## src/rtl/if_buf_pkg.sv

```systemverilog
// rtl/if_buf_pkg.sv - shared widths, constants and queue entry type for the fetch buffer (option: IFB_MISALIGN_CHECK_EN)
package if_buf_pkg;

  localparam int REG_BUS       = 32;
  localparam int INST_ADDR_BUS = 32;
  localparam int INST_BUS      = 32;

  localparam logic STOP    = 1'b1;
  localparam logic NO_STOP = 1'b0;
  localparam logic BRANCH  = 1'b1;

  localparam logic [REG_BUS-1:0]  ZERO_WORD     = 32'h00000000;
  localparam logic [INST_BUS-1:0] NOP_INST_WORD = 32'h00000013;

  // One queued fetch; the misalign bit only exists when the check is built in
  typedef struct packed {
`ifdef IFB_MISALIGN_CHECK_EN
    logic                     misalign;
`endif
    logic [INST_ADDR_BUS-1:0] pc;
    logic [INST_BUS-1:0]      inst;
  } ifb_entry_t;

  function automatic ifb_entry_t make_entry(input logic [INST_ADDR_BUS-1:0] pc,
                                            input logic [INST_BUS-1:0] inst);
    ifb_entry_t e;
`ifdef IFB_MISALIGN_CHECK_EN
    e.misalign = (pc[1:0] != 2'b00);
`endif
    e.pc   = pc;
    e.inst = inst;
    return e;
  endfunction

endpackage

```

## src/rtl/ifb_fifo.sv

```systemverilog
// rtl/ifb_fifo.sv - synchronous FIFO with synchronous clear, registered count and full/empty flags
module ifb_fifo #(
  parameter int WIDTH = 64,
  parameter int DEPTH = 4,
  localparam int AW = $clog2(DEPTH)
) (
  input  logic             clk,
  input  logic             rst,
  input  logic             clr,
  input  logic             push,
  input  logic [WIDTH-1:0] wdata,
  input  logic             pop,
  output logic [WIDTH-1:0] rdata,
  output logic [AW:0]      count,
  output logic             full,
  output logic             empty
);

  logic [WIDTH-1:0] mem [DEPTH];
  logic [AW-1:0]    wr_ptr;
  logic [AW-1:0]    rd_ptr;

  // Pointers wrap naturally at DEPTH; clear wins over push/pop
  always_ff @(posedge clk) begin
    if (rst || clr) begin
      wr_ptr <= '0;
      rd_ptr <= '0;
      count  <= '0;
    end else begin
      if (push) wr_ptr <= wr_ptr + 1'b1;
      if (pop)  rd_ptr <= rd_ptr + 1'b1;
      case ({push, pop})
        2'b10:   count <= count + 1'b1;
        2'b01:   count <= count - 1'b1;
        default: count <= count;
      endcase
    end
  end

  // Storage write; stale data left behind by a clear is never read
  always_ff @(posedge clk) begin
    if (push) mem[wr_ptr] <= wdata;
  end

  assign rdata = mem[rd_ptr];
  assign full  = (count == DEPTH[AW:0]);
  assign empty = (count == '0);

endmodule

```

## src/rtl/if_buf.sv

```systemverilog
// rtl/if_buf.sv - fetch prefetch queue and IF/ID register (option: IFB_MISALIGN_CHECK_EN adds id_misalign_o)
module if_buf
  import if_buf_pkg::*;
#(
  parameter int          DEPTH    = 4,
  parameter logic [31:0] NOP_INST = NOP_INST_WORD
) (
  input  logic        clk,
  input  logic        rst,
  input  logic [31:0] pc_i,
  input  logic        ce_i,
  input  logic [31:0] inst_i,
  input  logic [5:0]  stall,
  input  logic        flush,
  input  logic        branch_flag_i,
  output logic [31:0] id_pc_o,
  output logic [31:0] id_inst_o,
  output logic        id_valid_o,
`ifdef IFB_MISALIGN_CHECK_EN
  output logic        id_misalign_o,
`endif
  output logic        stallreq_o
);

  localparam int CW = $clog2(DEPTH) + 1;

  ifb_entry_t    in_entry;
  ifb_entry_t    head;
  ifb_entry_t    sel_entry;
  logic [CW-1:0] fifo_count;
  logic          fifo_full;
  logic          fifo_empty;
  logic          clr;
  logic          enq;
  logic          load_id;
  logic          bubble_id;
  logic          push;
  logic          pop;
  logic          unused_bits;

  assign clr = flush | (branch_flag_i == BRANCH);
  assign enq = ce_i & (stall[0] == NO_STOP) & ~clr;

  // Decode takes the oldest entry; an empty queue lets the live fetch bypass straight through
  assign load_id   = (stall[1] == NO_STOP) & ~clr & (~fifo_empty | enq);
  assign bubble_id = flush
                   | ((stall[1] == NO_STOP) & ~load_id)
                   | ((stall[1] == STOP) & (stall[2] != STOP));
  assign pop       = load_id & ~fifo_empty;
  assign push      = enq & ~(load_id & fifo_empty);

  assign in_entry  = make_entry(pc_i, inst_i);
  assign sel_entry = fifo_empty ? in_entry : head;

  // Built from registered count only, so ctrl sees no combinational path back through stall
  assign stallreq_o = fifo_full;

  assign unused_bits = ^{stall[5:3], fifo_count};

  ifb_fifo #(
    .WIDTH($bits(ifb_entry_t)),
    .DEPTH(DEPTH)
  ) u_fifo (
    .clk   (clk),
    .rst   (rst),
    .clr   (clr),
    .push  (push),
    .wdata (in_entry),
    .pop   (pop),
    .rdata (head),
    .count (fifo_count),
    .full  (fifo_full),
    .empty (fifo_empty)
  );

  // IF/ID register: bubble, load, or hold while both ID and EX are stalled
  always_ff @(posedge clk) begin
    if (rst || bubble_id) begin
      id_pc_o       <= ZERO_WORD;
      id_inst_o     <= NOP_INST;
      id_valid_o    <= 1'b0;
`ifdef IFB_MISALIGN_CHECK_EN
      id_misalign_o <= 1'b0;
`endif
    end else if (load_id) begin
      id_pc_o       <= sel_entry.pc;
      id_inst_o     <= sel_entry.inst;
      id_valid_o    <= 1'b1;
`ifdef IFB_MISALIGN_CHECK_EN
      id_misalign_o <= sel_entry.misalign;
`endif
    end
  end

  // Fetching into a full queue means ctrl ignored stallreq_o
  enq_not_full: assert property (@(posedge clk) disable iff (rst) !(enq && fifo_full));

endmodule

```

## config.mk

```make
export PLATFORM = sky130hd
export DESIGN_NAME = if_buf
export DESIGN_NICKNAME = d
export VERILOG_FILES = /design/src/rtl/if_buf_pkg.sv /design/src/rtl/ifb_fifo.sv /design/src/rtl/if_buf.sv
export SDC_FILE = /design/constraint.sdc
export NUM_CORES = 1
export LEC_CHECK = 0
export BUFFER_PORTS_ARGS = -buffer_cell sky130_fd_sc_hd__buf_4
export CORE_ASPECT_RATIO = 1.1
export CORE_MARGIN = 2
export CORE_UTILIZATION = 45
export CTS_CLUSTER_DIAMETER = 120
export DETAILED_ROUTE_END_ITERATION = 10
export HOLD_SLACK_MARGIN = 0.06
export PLACE_DENSITY = 0.65
export SYNTH_ARGS = -nofsm -noshare
export SYNTH_HDL_FRONTEND = slang
export SYNTH_SLANG_ARGS = --single-unit
```

## constraint.sdc

```tcl
create_clock -name clk -period 8.1 [get_ports clk]
set_clock_uncertainty 0.05 [all_clocks]
set_input_delay 2.43 -clock clk [delete_from_list [all_inputs] [get_ports clk]]
set_output_delay 2.43 -clock clk [all_outputs]
set_load 0.1 [all_outputs]
```

==> results.sh <==
export IMPL_hold_viol=0
export IMPL_multi_input_area_sq_mm=0.00307
export IMPL_maxCapViolations=0
export IMPL_reg2reg_slack_ns=4.56
export IMPL_cts_tree="yes"
export IMPL_die_area_sq_mm=0.0291
export IMPL_postRouteAntennaNets=0
export IMPL_place_hpwl_mm=13.0
export IMPL_slew_headroom=0.300
export IMPL_critPathCaptureType="flop"
export IMPL_grt_pass1_wl_mm=39.2
export IMPL_vdd_drop_max_v=0.000143
export IMPL_cp_start_kind="primary input"
export IMPL_hold_end="id_valid_o"
export IMPL_postSynthAreaPerCell_sq_um=16.7
export IMPL_required_ns=8.46
export IMPL_diodes=0
export IMPL_io_pins=141
export IMPL_synth_nets=831
export IMPL_rows=64
export IMPL_p_leak_nw=4.97
export IMPL_clk_path_buf_depth=3
export IMPL_synth_area_sq_mm=0.0125
export IMPL_setup_violations=0
export IMPL_cp_max_fo=89
export IMPL_io_buffers=137
export IMPL_syn_to_final_growth_pct=19.9
export IMPL_fill_cells=2242
export IMPL_yosysSeqAreaShare=0.733
export IMPL_period_share=0.572
export IMPL_drtIter0Drc=433
export IMPL_min_delay_path_class="flop to flop"
export IMPL_gr_total_overflow=0
export IMPL_synthArstFlopShare=0
export IMPL_reg2reg_to="id_inst_o[15]"
export IMPL_critPathArrivalTime_ns=4.99
export IMPL_wire_per_inst_microns=20.0
export IMPL_route_detailed_drc=0
export IMPL_numCtsBuffers=36
export IMPL_synthFlopType="edfxtp_1"
export IMPL_clkTransAtPathRegs_ns=0.06
export IMPL_worst_setup_path_type="primary input to flop"
export IMPL_seqCellArea_sq_mm=0.00918
export IMPL_ys_ff_latch=330
export IMPL_worstMarginPinSlew_ns=1.05
export IMPL_routed_wl_mm=25.5
export IMPL_grt_pass1_vias=6889
export IMPL_fmax_ghz=0.216
export IMPL_power_density_mw_per_mm2=236
export IMPL_reg2reg_depth=6
export IMPL_core_area_sq_mm=0.0275
export IMPL_clkLatencyLatePin_ns=0.51
export IMPL_grt_max_degree=90
export IMPL_drtPass1Iterations=5
export IMPL_grt_antenna_before_repair=1
export IMPL_drive_above_1_share=0.300
export IMPL_fin_tns_setup_ns=0
export IMPL_place_ws_ns=3.01
export IMPL_die_w_microns=163
export IMPL_final_nets=960
export IMPL_hold_path_depth=2
export IMPL_vias_per_cell=5.43
export IMPL_cts_resized=0
export IMPL_post_cts_buffers=0
export IMPL_drv_slew=0
export IMPL_track_usage=0.177
export IMPL_min_period_ns=4.63
export IMPL_yosysUniqueCellTypes=28
export IMPL_start_util=0.454
export IMPL_hold_buffers=0
export IMPL_hp_start="id_valid_o"
export IMPL_total_power_mw=3.54
export IMPL_clkSinkCount=330
export IMPL_reg2reg_from="u_fifo.count[2]"
export IMPL_synth_warnings=0
export IMPL_utilization=0.544
export IMPL_grt_setup_unrepaired="false"
export IMPL_die_height_microns=179
export IMPL_setup_ws_ns=3.47
export IMPL_htreeDepth=2
export IMPL_status="completed"
export IMPL_synth_cells=750
export IMPL_routed_via_count=6902
export IMPL_synth_edff_count=256
export IMPL_gp_congestion=0.695
export IMPL_cts_root_buf="clkbuf_16"
where the power goes:
group | internal [mW] | switching (mW)
Sequential | 1.82 | 0.00101
Combinational | 0.0310 | 0.0408
Clock | 0.996 | 0.644
Total | 2.85 | 0.686
final cells by class:
cell class	count	share of cell area
sequential	330	0.612
multi-input combinational	363	0.205
timing repair buffer	142	0.0711
clock buffer	51	0.0693
tap	363	0.0303
clock inverter	15	0.0113
inverter	6	0.00150
per-layer routing:
| layer | global-route usage | share of wire | vias to the layer above |
|---|---|---|---|
| met5 | 0 | 0.00063 | - |
| met4 | 0.0413 | 0.015 | 2 |
| met3 | 0.0400 | 0.050 | 36 |
| met2 | 0.291 | 0.49 | 160 |
| met1 | 0.241 | 0.45 | 3537 |
| li1 | - | - | 3167 |
worst max-delay path, cell delays in order:
cell,delay [ns]
buf_4,0.12
nor4b_1,0.63
o21a_4,0.53
buf_4,0.79
nor2_1,0.09
a311oi_1,0.27
cell usage in the layout (no fill, tap or decap), types with 2 or more instances in the layout:
master and instances:
bufinv_16 3, clkinv_2 4, ha_1 5, buf_4 142, clkinvlp_4 3, nor3_1 4, or3_1 3, clkinv_1 2
clkbuf_8 6, dfxtp_1 72, dfxtp_4 2, inv_6 2, mux4_2 64, inv_1 6, a21oi_1 3, clkbuf_16 37
a311oi_1 61, xnor2_1 2, clkbuf_1 8, edfxtp_1 256, o21bai_1 3, nand2_1 125, nor2_1 72, and2_4 4
o32ai_1 3, xor2_1 3
kinds of logic after synthesis:
kind of cell,synth area share
flops,0.733
simple gates,0.0672
compound gates,0.0501
mux,0.115
buf+inv,0.0239
fa+ha+maj,0.00660
xor+xnor,0.00350
synth_stat cells, drive strengths merged (4+ instances only):
library cell / n / area (sq um)
mux4: 64 / 1440
edfxtp: 256 / 7690
a311oi: 61 / 534
ha: 5 / 62.6
inv: 6 / 22.5
nand2: 125 / 469
nor3: 5 / 25.0
dfxtp: 74 / 1480
or3: 4 / 25.0
clkbuf: 25 / 93.8
and2: 5 / 31.3
buf: 26 / 183
nor2: 72 / 270
how the worst max path moves through the flow:
stage                       start          endpoint  cells after the start
floorplan           branch_flag_i  u_fifo.mem[0][0]                      3
global placement    branch_flag_i       id_pc_o[29]                      6
detailed placement  branch_flag_i     id_inst_o[15]                      6
CTS                 branch_flag_i     id_inst_o[15]                      6
global route        branch_flag_i       id_pc_o[23]                      6
finish              branch_flag_i       id_pc_o[19]                      6
stage by stage:
step	hold slack, ns	instance area, sq um	std cells
detailed placement	0.417	13800	1204
floorplan	0.419	12500	750
CTS	0.431	15000	1270
global placement	0.404	13800	1204
finish	0.426	15000	1270
global route	0.467	15000	1270
sequential cells by signal (all words and copies together) (netlist names), named ones only:
signal,cells
u_fifo.mem,256
id_valid_o,1
u_fifo.count,3
u_fifo.rd_ptr,2
u_fifo.wr_ptr,2
id_inst_o,32
id_pc_o,32
Power figures use the tool's default switching activity.
